`config.mk`:
```
export PLATFORM = sky130hd
export DESIGN_NAME = spi_master_mode
export DESIGN_NICKNAME = d
export VERILOG_FILES = /design/src/rtl/spi_master_mode.sv
export SDC_FILE = /design/constraint.sdc
export NUM_CORES = 1
export LEC_CHECK = 0
export CAP_MARGIN = 15
export CORE_AREA = 2 2 92 94
export CTS_CLUSTER_SIZE = 8
export DETAILED_ROUTE_END_ITERATION = 8
export DIE_AREA = 0 0 94 96
export GPL_TIMING_DRIVEN = 0
export HOLD_SLACK_MARGIN = 0.05
export PLACE_DENSITY = 0.57
export SYNTH_ARGS = -nofsm -noshare
export SYNTH_HDL_FRONTEND = slang
export SYNTH_SLANG_ARGS = --single-unit
```
`constraint.sdc`:
```
create_clock -name clk_i -period 2.8 [get_ports clk_i]
set_input_delay 0.56 -clock clk_i [delete_from_list [all_inputs] [get_ports clk_i]]
set_output_delay 0.56 -clock clk_i [all_outputs]
set_load 0.03 [all_outputs]
```
`src/rtl/spi_master_mode.sv`:
```
`default_nettype none
// =============================================================================
// spi_master_mode : parametrised full-duplex SPI master, MSB first, all four
//                   CPOL/CPHA modes per transfer, NUM_SS active-low selects.
// Revision        : 1.0
// =============================================================================
module spi_master_mode #(
   parameter int  DATA_WIDTH = 12,
   parameter int  CLK_DIV    = 4,
   parameter int  NUM_SS     = 2,
   localparam int SS_W       = (NUM_SS > 1) ? $clog2(NUM_SS) : 1
) (
   input  logic                  clk_i,
   input  logic                  rst_ni,
   input  logic                  start_i,
   input  logic [DATA_WIDTH-1:0] tx_data_i,
   input  logic [1:0]            mode_i,
   input  logic [SS_W-1:0]       cs_sel_i,
   input  logic                  miso_i,
   output logic                  sck_o,
   output logic                  mosi_o,
   output logic [NUM_SS-1:0]     ssel_n_o,
   output logic                  busy_o,
   output logic                  done_o,
   output logic [DATA_WIDTH-1:0] rx_data_o
);

   localparam int DIV_W  = (CLK_DIV > 1) ? $clog2(CLK_DIV) : 1;
   localparam int EDGE_W = $clog2(2 * DATA_WIDTH + 1);
   localparam logic [DIV_W-1:0]  DIV_LAST  = DIV_W'(CLK_DIV - 1);
   localparam logic [EDGE_W-1:0] EDGE_LAST = EDGE_W'(2 * DATA_WIDTH - 1);
   localparam logic [EDGE_W-1:0] EDGE_END  = EDGE_W'(2 * DATA_WIDTH);

   typedef enum logic [1:0] {
      S_IDLE     = 2'd0,
      S_SETUP    = 2'd1,
      S_TRANSFER = 2'd2,
      S_HOLD     = 2'd3
   } state_t;

   state_t                state_q, state_d;
   logic [DIV_W-1:0]      div_q, div_d;
   logic [EDGE_W-1:0]     edge_q, edge_d;
   logic [DATA_WIDTH-1:0] tx_q, tx_d;
   logic [DATA_WIDTH-1:0] rx_q, rx_d;
   logic [DATA_WIDTH-1:0] rx_data_q, rx_data_d;
   logic [1:0]            mode_q, mode_d;
   logic [NUM_SS-1:0]     ssel_n_q, ssel_n_d;
   logic                  sck_q, sck_d;
   logic                  mosi_q, mosi_d;
   logic                  busy_q, busy_d;
   logic                  done_q, done_d;
   logic                  div_wrap, lead, sample_en, shift_en;

   always_comb begin
      state_d   = state_q;
      div_d     = div_q;
      edge_d    = edge_q;
      tx_d      = tx_q;
      rx_d      = rx_q;
      rx_data_d = rx_data_q;
      mode_d    = mode_q;
      ssel_n_d  = ssel_n_q;
      sck_d     = sck_q;
      mosi_d    = mosi_q;
      busy_d    = busy_q;
      done_d    = 1'b0;
      div_wrap  = (div_q == DIV_LAST);
      lead      = ~edge_q[0];
      sample_en = 1'b0;
      shift_en  = 1'b0;

      case (state_q)
         S_IDLE: begin
            if (start_i) begin
               state_d  = S_SETUP;
               div_d    = '0;
               edge_d   = '0;
               rx_d     = '0;
               busy_d   = 1'b1;
               mode_d   = mode_i;
               sck_d    = mode_i[1];
               ssel_n_d = '1;
               for (int i = 0; i < NUM_SS; i++) begin
                  if (cs_sel_i == SS_W'(i)) ssel_n_d[i] = 1'b0;
               end
               // CPHA=0 presents the MSB before the first edge; CPHA=1 waits
               // for the first leading edge to drive it.
               if (!mode_i[0]) begin
                  mosi_d = tx_data_i[DATA_WIDTH-1];
                  tx_d   = {tx_data_i[DATA_WIDTH-2:0], 1'b0};
               end else begin
                  tx_d   = tx_data_i;
               end
            end
         end
         S_SETUP, S_TRANSFER: begin
            div_d = div_q + DIV_W'(1);
            if (div_wrap) begin
               div_d = '0;
               if (edge_q == EDGE_END) begin
                  state_d = S_HOLD;
               end else begin
                  state_d   = S_TRANSFER;
                  sck_d     = ~sck_q;
                  edge_d    = edge_q + EDGE_W'(1);
                  sample_en = mode_q[0] ? ~lead : lead;
                  shift_en  = lead ? mode_q[0] : (~mode_q[0] & (edge_q != EDGE_LAST));
               end
            end
         end
         S_HOLD: begin
            div_d = div_q + DIV_W'(1);
            if (div_wrap) begin
               div_d     = '0;
               state_d   = S_IDLE;
               busy_d    = 1'b0;
               done_d    = 1'b1;
               ssel_n_d  = '1;
               rx_data_d = rx_q;
            end
         end
         default: ;
      endcase

      if (sample_en) rx_d = {rx_q[DATA_WIDTH-2:0], miso_i};
      if (shift_en) begin
         mosi_d = tx_q[DATA_WIDTH-1];
         tx_d   = {tx_q[DATA_WIDTH-2:0], 1'b0};
      end
   end

   always_ff @(posedge clk_i or negedge rst_ni) begin
      if (!rst_ni) begin
         state_q   <= S_IDLE;
         div_q     <= '0;
         edge_q    <= '0;
         tx_q      <= '0;
         rx_q      <= '0;
         rx_data_q <= '0;
         mode_q    <= '0;
         ssel_n_q  <= '1;
         sck_q     <= 1'b0;
         mosi_q    <= 1'b0;
         busy_q    <= 1'b0;
         done_q    <= 1'b0;
      end else begin
         state_q   <= state_d;
         div_q     <= div_d;
         edge_q    <= edge_d;
         tx_q      <= tx_d;
         rx_q      <= rx_d;
         rx_data_q <= rx_data_d;
         mode_q    <= mode_d;
         ssel_n_q  <= ssel_n_d;
         sck_q     <= sck_d;
         mosi_q    <= mosi_d;
         busy_q    <= busy_d;
         done_q    <= done_d;
      end
   end

   assign sck_o     = sck_q;
   assign mosi_o    = mosi_q;
   assign ssel_n_o  = ssel_n_q;
   assign busy_o    = busy_q;
   assign done_o    = done_q;
   assign rx_data_o = rx_data_q;

endmodule
`default_nettype wire

```
* Yosys cells after proc, flatten, opt, wreduce, memory -nomap -nowiden
Cells that the tools add are included.
** Storage, ports and cells
- Register bits after elaboration :: 52
- Input bits :: 19
- Output and inout bits :: 18
- Logic and storage cells :: 91
** Operators by class
- Add/subtract/negate cells :: 2
- Eq/ne operators :: 11
- Mux-type cells :: 45
- Bitwise logic cells :: 4
- Reductions and logical operators :: 17
** Operators by type and width (number)
- $mux 12 :: 7
- $mux 1 :: 22
- $mux 5 :: 3
- $mux 2 :: 7
- $reduce_bool 2->1 :: 6
- $pmux 5 s2 :: 1
- $reduce_and 3->1 :: 3
- $ne 2x2->1 const B :: 4
- $pmux 2 s2 :: 2
- $reduce_and 2->1 :: 4
- $eq 2x2->1 const B :: 3
- $pmux 2 s3 :: 1
- $add 5x1->5 const B :: 1
- $eq 5x5->1 const B :: 1
- $ne 5x5->1 const B :: 1
- $pmux 1 s2 :: 2
- $reduce_and 4->1 :: 1
- $not 1->1 :: 3
- $reduce_or 3->1 :: 1
- $add 2x1->2 const B :: 1
- $eq 2x1->1 const B :: 1
- $logic_not 2->1 :: 1
- $ne 2x1->1 const B :: 1
- $reduce_or 2->1 :: 1
- $and 1x1->1 :: 1

* Longest topological paths before layout
Gate-level depths: netlist of run 1.
- Depth after elaboration :: 8
- Mapped depth :: 8
- Mapped depth without buffers :: 6

* Worst setup path after synthesis of run 1
OpenSTA, ideal clock, no wires.
- Path kind :: reg2reg
- Start point :: register edge_q[0]
- End point :: register tx_q[10]
- Library setup time :: 125 ps
- Data arrival time :: 1820 ps
- Required time :: 2675 ps
- Slack :: 854 ps
- Cell stages (with the launch flop) :: 7
- Buffers on the path :: 1
- Clock period less this slack :: 1946 ps
- Path through :: dfrtp_1 > ha_1 > and4b_1 > or3_4 > a21oi_4 > buf_12 > mux2_4
** Between the ends
- Longest elaborated chain between the ends :: 8
- Elaborated cells between the ends (all ways) :: 11
- Those cells by class :: eq/ne: 2; mux: 5; bitwise: 1; reduce/logical: 3
** RTL lines
- from (decl) :: RTL line 43 : logic [EDGE_W-1:0] edge_q, edge_d;
- from (signal assigned) :: RTL line 150 : edge_q <= edge_d;
- $ne 5x5->1 :: RTL line 108 : shift_en = lead ? mode_q[0] : (~mode_q[0] & (edge_q != EDGE_LAST));
- $and 1x1->1 :: RTL line 108
- $mux 1 :: RTL line 108
- $mux 1 (*) :: RTL line 101 : if (edge_q == EDGE_END) begin
- $mux 1 (*) :: RTL line 99 : if (div_wrap) begin
- $mux 1 (*) :: RTL line 73 : case (state_q)
- $reduce_bool 2->1 (no line)
- $reduce_and 2->1 (no line)
- to (signal assigned) :: RTL line 151 : tx_q <= tx_d;
- to (decl) :: RTL line 44 : logic [DATA_WIDTH-1:0] tx_q, tx_d;
Every way passes the cells marked *; elsewhere a longest branch is shown, timed or not.
A chain may end at the register's enable or synchronous reset.

* Worst setup path in the final report of run 1
- Start point :: input port start_i
- End point :: register mosi_q, in the netlist mosi_o
** Between the ends
- Longest elaborated chain between the ends :: 2
** RTL lines
- from (decl) :: RTL line 15 : input logic start_i,
- $reduce_bool 2->1 (no line)
- $reduce_and 3->1 (no line)
- to (signal assigned) :: RTL line 157 : mosi_q <= mosi_d;
- to (decl) :: RTL line 50 : logic mosi_q, mosi_d;
No other way between the ends.

==> results of run 1 <==
-- flip-flops by register name, summed over array words and instances, names as in the netlist --
register / count
mode_q: 1
sck_o: 1
mosi_o: 1
done_o: 1
busy_o: 1
state_q: 2
ssel_n_o: 2
div_q: 2
edge_q: 5
rx_q: 12
tx_q: 12
rx_data_o: 12
-- cells in the final DEF, fill, tap and decap left out, types with 2 or more instances in the layout --
cell type and instances:
sky130_fd_sc_hd__clkdlybuf4s50_1 34, sky130_fd_sc_hd__a21oi_1 7, sky130_fd_sc_hd__nor2b_1 4, sky130_fd_sc_hd__buf_12 2
sky130_fd_sc_hd__nor3_1 4, sky130_fd_sc_hd__mux2_4 9, sky130_fd_sc_hd__clkbuf_8 6, sky130_fd_sc_hd__a22o_1 5
sky130_fd_sc_hd__o21ai_0 29, sky130_fd_sc_hd__buf_6 3, sky130_fd_sc_hd__o22ai_1 4, sky130_fd_sc_hd__nor2_1 8
sky130_fd_sc_hd__mux2_2 17, sky130_fd_sc_hd__inv_1 9, sky130_fd_sc_hd__mux2i_1 11, sky130_fd_sc_hd__dfstp_2 2
sky130_fd_sc_hd__dfrtp_1 50, sky130_fd_sc_hd__a21o_1 2, sky130_fd_sc_hd__nand2_1 46, sky130_fd_sc_hd__clkbuf_1 6
sky130_fd_sc_hd__ha_1 5, sky130_fd_sc_hd__buf_2 4, sky130_fd_sc_hd__nand4_1 3
-- worst max-delay path, delay by kind of cell --
| kind | cells | cell delay (ns) |
|---|---|---|
| mux | 2 | 0.59 |
| simple gates | 2 | 0.48 |
| buf+inv | 2 | 0.70 |
-- where the power goes --
group / internal [mW] / switching [mW] / leakage (nW) / total [mW]
Sequential: 1.06 / 0.212 / 0.674 / 1.27
Clock: 0.293 / 0.252 / 0.0614 / 0.545
Combinational: 0.652 / 0.701 / 0.722 / 1.35
Total: 2.01 / 1.17 / 1.46 / 3.17
-- path summary, 6_finish.rpt --
| path | from | endpoint | slack, ns | cells past startpoint |
|---|---|---|---|---|
| max in group asynchronous | rst_ni | edge_q[1]$_DFFE_PN0P_ | 1.97 | 2 |
| min in group clk_i | tx_q[4]$_DFFE_PN0P_ | tx_q[5]$_DFFE_PN0P_ | 0.50 | 1 |
| worst max-delay path | start_i | mosi_o$_DFFE_PN0P_ | 0.66 | 6 |
| worst min-delay path | rst_ni | rx_q[8]$_DFFE_PN0P_ | 0.26 | 1 |
| worst min register to register | tx_q[4]$_DFFE_PN0P_ | tx_q[5]$_DFFE_PN0P_ | 0.50 | 1 |
| worst max register to register | edge_q[0]$_DFFE_PN0P_ | tx_q[3]$_DFFE_PN0P_ | 0.69 | 7 |
-- cell families (layout without fill, tap and decap cells) --
kind of cell	after synthesis	after routing	share of synthesized area, %
adder cells (fa/ha/maj)	5	5	2.422
flip-flops	52	52	50.48
AND/OR/NAND/NOR	71	71	12.40
multiplexers	37	37	16.91
AO/OA/AOI/OAI	53	53	12.45
XOR/XNOR	1	1	0.3392
buffers and inverters	23	67	4.990
-- routing by layer --
metal | GRT usage, % | routed length (um)
met1 | 16.99 | 2481
met2 | 19.40 | 2415
met3 | 2.819 | 173
met4 | 3.986 | 66
met5 | 0 | 0
-- layout make-up --
| class | instances | share of cell area [%] |
|---|---|---|
| Buffer | 14 | 2.971 |
| Multi-Input combinational cell | 167 | 35.93 |
| Clock buffer | 6 | 2.580 |
| Tap cell | 105 | 4.105 |
| Timing Repair Buffer | 36 | 11.42 |
| Clock inverter | 2 | 1.212 |
| Sequential cell | 52 | 40.73 |
| Inverter | 9 | 1.056 |
==> summary.log, run 1 <==
INFO  logic_synthesis synth_top_cells_by_count=sky130_fd_sc_hd__dfrtp_1 (50), sky130_fd_sc_hd__nand2_1 (46), sky130_fd_sc_hd__o21ai_0 (29)
INFO  placement      gp_congestion=0.7984
INFO  global_route   grt_start_max_net_pins=28
INFO  logic_synthesis yosys_warnings=0
INFO  sta            timing.final.ws_setup=0.6592ns
INFO  clock_tree     postCtsSetupBuffers=0
INFO  detailed_routing vias_per_cell=4.698
INFO  logic_synthesis synthTopCellsByArea=sky130_fd_sc_hd__dfrtp_1 (48%), sky130_fd_sc_hd__mux2_2 (7.4%), sky130_fd_sc_hd__nand2_1 (6.7%), sky130_fd_sc_hd__o21ai_0 (5.6%), sky130_fd_sc_hd__mux2_4 (5.2%)
INFO  global_route   track_usage=12.36%
INFO  clock_tree     clk_path_buf_depth=2
INFO  sta            maxClockFrequency=0.4671GHz
INFO  logic_synthesis synth_largest_type_area_fraction=48.45%
INFO  clock_tree     ctsResizeCount=0
INFO  placement      placed_area=3079um^2
INFO  worst_setup_path startpoint_type=input pin
INFO  clock_tree     tritoncts=done
INFO  clock_tree     clk_latency=0.31ns
INFO  finish         fin_cells=391
INFO  worst_setup_path critPathCaptureType=flop
INFO  global_route   first_global_vias=1778
INFO  logic_synthesis synthCells=242
INFO  clock_tree     clk_pin_slew_worst_paths=0.10ns
INFO  detailed_routing drt-wirelength-per-cell=13.14um
INFO  logic_synthesis synth_seq_cells=52
INFO  logic_synthesis synth_seq_area_share=50.48%
INFO  placement      placed_wire_length_estimate=3679um
INFO  detailed_routing drtIter0Drc=78
INFO  floorplanning  core.rowCount=33
INFO  clock_tree     post_cts_hold_buffer_count=0
INFO  run            maximum_capacitance_violations=0
INFO  finish         drive_gt1_share=17.13%
INFO  sta            max_slew.worst_pin.slew=0.6252ns
INFO  floorplanning  floorplan.die.width=94um
INFO  logic_synthesis post-synth-top-count-cell=sky130_fd_sc_hd__dfrtp_1
INFO  finish         diodes=0
INFO  worst_setup_path crit_slowest_cell=sky130_fd_sc_hd__clkdlybuf4s50_1
INFO  finish         finalInstanceArea=3201um^2
INFO  worst_setup_path cp_data_arrival_time=2.33ns
INFO  worst_setup_path path_max_fanout=10
INFO  sta            timing.setup.tns=0ns
INFO  global_route   grt-ovfl-total=0
INFO  sta            post-route-period-util=76.46%
INFO  pwr            maximum_vdd_drop=0.0002588V
INFO  finish         final_nets=309
INFO  sta            finClkSkew=0.01171ns
INFO  sta            finalHoldWorstSlack=0.2563ns
INFO  floorplanning  total_die_area=9024um^2
INFO  sta            report.final.slew_viol_count=0
INFO  logic_synthesis yosys.area.top_type=sky130_fd_sc_hd__dfrtp_1
INFO  detailed_routing ant_nets=0
INFO  finish         finish.utilization=39.75%
INFO  worst_setup_path crit_path_frequent_cell=sky130_fd_sc_hd__mux2_2
INFO  detailed_routing detail_route.first_pass.iterations=4
INFO  placement      dp_cells=383
INFO  pwr            power.static_leakage=1.457nW
INFO  clock_tree     clk_root_buffer_cell=sky130_fd_sc_hd__clkbuf_8
INFO  logic_synthesis avg_inst_size_synth=10.67um^2
INFO  logic_synthesis netlist-cell-type-count=35
INFO  floorplanning  die_height=96um
INFO  detailed_routing detail_route.drc_violations=0
INFO  sta            timing.slew.headroom=58.32%
INFO  finish         fillers=786
INFO  logic_synthesis synthesis.area=2582um^2
INFO  finish         areaGrowthSynthToFinish=23.93%
INFO  worst_setup_path timing_worst_setup_path_type=in -> reg
INFO  outcome        status=finished, final reports clean
INFO  global_route   grt_first_pass_wirelength=8838um
INFO  logic_synthesis async_set_or_reset_register_ratio_after_synthesis=100.0%
INFO  detailed_routing routed_wl=5138um
INFO  pwr            report.power.total=3.173mW
INFO  sta            report.final.setup_viol=0
INFO  min_path       worstHoldPathType=in -> async
INFO  worst_setup_path critical-path-max-stage-delay=0.48ns
INFO  floorplanning  initial_utilization=32.07%
INFO  clock_tree     clock_sinks=52
INFO  worst_setup_path cp_cell_sequence=clkdlybuf4s50_1 > buf_2 > nand2_1 > nor2_1 > mux2_2 > mux2_2
INFO  sta            grt_setup_unrepaired=no
INFO  clock_tree     cts_made_buffers=5
INFO  global_route   antenna_found_initial=0
INFO  finish         multi_input_area=1150um^2
INFO  worst_setup_path required=2.99ns
INFO  pwr            power.density=991.3nW/um^2
INFO  logic_synthesis synth-edff-count=0
INFO  logic_synthesis most_used_flip_flop_cell_after_synthesis=sky130_fd_sc_hd__dfrtp_1
INFO  sta            fin_crit=2.141ns
INFO  placement      dp_worst_setup_slack=0.2967ns
INFO  detailed_routing vias=1837
INFO  logic_synthesis syn_nets=266
INFO  finish         sequential_cell_area=1304um^2
INFO  sta            hold_viol=0
INFO  floorplanning  design.core.area=8051um^2
INFO  placement      port-buffer-count=35
INFO  clock_tree     ctsHtreeMaxLevel=2
INFO  floorplanning  top_level_ports=37
Note: power is estimated with default switching activity, not from simulation.
==> run 2: changes to the inputs <==
--- a/config.mk
+++ b/config.mk
@@ -12,7 +12,7 @@
 export DIE_AREA = 0 0 94 96
 export GPL_TIMING_DRIVEN = 0
 export HOLD_SLACK_MARGIN = 0.05
-export PLACE_DENSITY = 0.57
+export PLACE_DENSITY = 0.59
 export SYNTH_ARGS = -nofsm -noshare
 export SYNTH_HDL_FRONTEND = slang
 export SYNTH_SLANG_ARGS = --single-unit
==> constraint.sdc (replaced) <==
create_clock -name clk_i -period 1.75 [get_ports clk_i]
set_input_delay 0.35 -clock clk_i [delete_from_list [all_inputs] [get_ports clk_i]]
set_output_delay 0.35 -clock clk_i [all_outputs]
set_load 0.03 [all_outputs]
==> run 2 against run 1 <==
  * The flow now finishes with violations (negative setup slack)
  * Largest power group unchanged
  * Routed wire length is 1.2% higher
  * Highest routed layer unchanged
  * Via count is 5.4% higher
  * Clock-buffer cell count is 1 lower
==> summary.log, run 2 (synthesis gave the netlist of run 1 again) <==
INFO  finish         finish.utilization=41.27%
INFO  sta            report.final.setup_viol=17
INFO  global_route   grt_first_pass_wirelength=8935um
INFO  pwr            report.power.total=5.128mW
INFO  global_route   grt-ovfl-total=0
INFO  pwr            seq_power_share=40.0%
INFO  worst_setup_path worst_r2r_path_depth=6
INFO  global_route   track_usage=12.42%
INFO  detailed_routing vias_per_cell=4.843
INFO  sta            finalHoldWorstSlack=0.4848ns
INFO  worst_setup_path cp_data_arrival_time=2.08ns
INFO  pwr            clock_power_share=14.2%
INFO  finish         fillers=806
INFO  sta            post-route-period-util=107.5%
INFO  detailed_routing detail_route.drc_violations=0
INFO  outcome        failed_checks=negative setup slack
INFO  pwr            pwr-share-comb=45.8%
INFO  sta            fin_crit=1.881ns
INFO  worst_setup_path register_to_register_setup_slack=-0.13ns
INFO  worst_setup_path path_max_fanout=10
INFO  sta            timing.setup.tns=-1.433ns
INFO  detailed_routing detail_route.first_pass.iterations=4
INFO  clock_tree     clk_pin_slew_worst_paths=0.10ns
INFO  min_path       worstHoldPathType=in -> async
INFO  worst_setup_path cp_cell_sequence=ha_4 > and4b_1 > or3_4 > a21oi_4 > buf_12 > mux2_4
INFO  finish         areaGrowthSynthToFinish=28.68%
INFO  sta            maxClockFrequency=0.5316GHz
INFO  clock_tree     tritoncts=done
INFO  clock_tree     clock_sinks=52
INFO  finish         leading_cell_types_in_the_layout_fill_and_taps_excluded=sky130_fd_sc_hd__dfrtp_1 (49), sky130_fd_sc_hd__nand2_1 (45), sky130_fd_sc_hd__o21ai_0 (28), sky130_fd_sc_hd__clkdlybuf4s50_1 (28), sky130_fd_sc_hd__mux2_2 (14)
INFO  finish         layout.cells.most_common=sky130_fd_sc_hd__dfrtp_1
INFO  sta            max_slew.worst_pin.slew=0.4257ns
INFO  worst_setup_path critical-path-max-stage-delay=0.45ns
INFO  floorplanning  initial_utilization=32.07%
INFO  floorplanning  top_level_ports=37
INFO  sta            hold_viol=0
INFO  worst_setup_path critPathCaptureType=flop
INFO  run            maximum_capacitance_violations=0
INFO  detailed_routing drt-wirelength-per-cell=13.00um
INFO  sta            timing.final.ws_setup=-0.1311ns
INFO  placement      placed_area=3082um^2
INFO  outcome        status=finished, violations left
INFO  worst_setup_path required=1.95ns
INFO  global_route   first_global_vias=1874
INFO  pwr            power.static_leakage=1.563nW
INFO  worst_setup_path startpoint_type=flop
INFO  placement      gp_congestion=0.7842
INFO  sta            report.final.slew_viol_count=0
INFO  detailed_routing vias=1937
INFO  sta            grt_setup_unrepaired=yes
INFO  worst_setup_path r2r_start=edge_q[0]$_DFFE_PN0P_
INFO  global_route   antenna_found_initial=0
INFO  worst_setup_path crit_slowest_cell=sky130_fd_sc_hd__dfrtp_2
INFO  pwr            cellInternalPower=3.157mW
INFO  placement      dp_worst_setup_slack=-0.5165ns
INFO  finish         finalInstanceArea=3323um^2
INFO  pwr            power.density=1543nW/um^2
INFO  clock_tree     ctsHtreeMaxLevel=2
INFO  global_route   grt_start_max_net_pins=39
INFO  finish         fin_cells=400
INFO  worst_setup_path crit-reg2reg-capture=tx_q[5]$_DFFE_PN0P_
INFO  placement      port-buffer-count=35
INFO  clock_tree     cts_made_buffers=5
INFO  clock_tree     clk_latency=0.31ns
INFO  finish         drive_gt1_share=23.05%
INFO  detailed_routing drtIter0Drc=72
INFO  floorplanning  floorplan.die.width=94um
INFO  pwr            p_sw=1.970mW
INFO  detailed_routing routed_wl=5200um
INFO  sta            timing.slew.headroom=71.62%
INFO  floorplanning  design.core.area=8051um^2
INFO  worst_setup_path cp-endpoint=tx_q[5]$_DFFE_PN0P_
INFO  pwr            power.switching_fraction=38.43%
INFO  worst_setup_path timing_worst_setup_path_type=reg -> reg
INFO  placement      placed_wire_length_estimate=3601um
INFO  floorplanning  die_height=96um
INFO  floorplanning  core.rowCount=33
INFO  clock_tree     clk_path_buf_depth=2
INFO  clock_tree     clk_root_buffer_cell=sky130_fd_sc_hd__clkbuf_8
INFO  sta            finClkSkew=0.007069ns
INFO  finish         final_nets=318
INFO  placement      dp_cells=383
INFO  finish         diodes=0
INFO  pwr            maximum_vdd_drop=0.0004470V
INFO  worst_setup_path crit_start=edge_q[0]$_DFFE_PN0P_
INFO  floorplanning  total_die_area=9024um^2
INFO  detailed_routing ant_nets=0
## run 2: cell count changes in the layout (fill, tap and decap cells not counted), moves of 2 or more
cell                              previous run  this run
sky130_fd_sc_hd__mux2_2                     17        14
sky130_fd_sc_hd__dlygate4sd2_1               0         3
sky130_fd_sc_hd__clkbuf_2                    0         2
sky130_fd_sc_hd__clkbuf_1                    6         2
sky130_fd_sc_hd__buf_4                       0         7
sky130_fd_sc_hd__clkdlybuf4s50_1            34        28
sky130_fd_sc_hd__mux2_4                      9        12
sky130_fd_sc_hd__dlymetal6s2s_1              0         3
sky130_fd_sc_hd__ha_1                        5         3
sky130_fd_sc_hd__buf_6                       3         6
## run 2: how the worst min path moves through the flow
stage | start | endpoint | slack [ns] | cells after the start
finish | rst_ni | sck_o$_DFFE_PN0P_ | 0.48 | 2
global route | rst_ni | busy_o$_DFFE_PN0P_ | 0.51 | 2
CTS | rst_ni | edge_q[1]$_DFFE_PN0P_ | 0.49 | 2
detailed placement | rst_ni | busy_o$_DFFE_PN0P_ | 0.29 | 1
global placement | div_q[0]$_DFFE_PN0N_ | div_q[0]$_DFFE_PN0N_ | 0.48 | 1
floorplan | rst_ni | busy_o$_DFFE_PN0P_ | 0.05 | 0
## run 2: critical path, delay by kind of cell, from the launching register on
kind | cells | cell delay (ns)
compound gates | 1 | 0.18
fa+ha+maj | 1 | 0.16
buf+inv | 1 | 0.17
flops | 1 | 0.45
mux | 1 | 0.30
simple gates | 2 | 0.51
## run 2: cell type report
class,instances,area (um^2),share of cell area [%]
clock inverter,3,27.53,0.8283
buffer,13,111.4,3.351
tap,105,131.4,3.953
clock buffer,5,68.82,2.071
multi-input combinational,167,1200,36.11
sequential,52,1305,39.27
timing repair buffer,46,445.4,13.40
inverter,9,33.78,1.017
## run 2: repair_timing
| action | CTS | global route |
|---|---|---|
| hold buffers | 1 | 0 |
| resized for setup | 18 | 12 |
| hold endpoints to repair | 12 | 0 |
| setup buffers | 3 | 4 |
| cloned | 0 | 2 |
| pin swaps | 2 | 2 |
| setup endpoints to repair | 39 | 34 |
## run 2: power by group through the flow
stage | Sequential, mW | Combinational [mW] | Clock, mW
2_1_floorplan | 2.24 | 1.35 | 0
3_3_place_gp | 2.06 | 2.14 | 0
3_5_place_dp | 2.07 | 2.17 | 0
4_1_cts | 2.06 | 2.29 | 0.759
5_1_grt | 2.12 | 2.62 | 0.815
6_report | 2.05 | 2.35 | 0.729
## run 2: metal layers
layer,GRT usage (%),vias to the layer above,wire length [um]
met3,2.428,4,243
met5,0,-,0
li1,-,950,-
met1,17.27,940,2473
met4,3.986,0,53
met2,19.58,43,2429
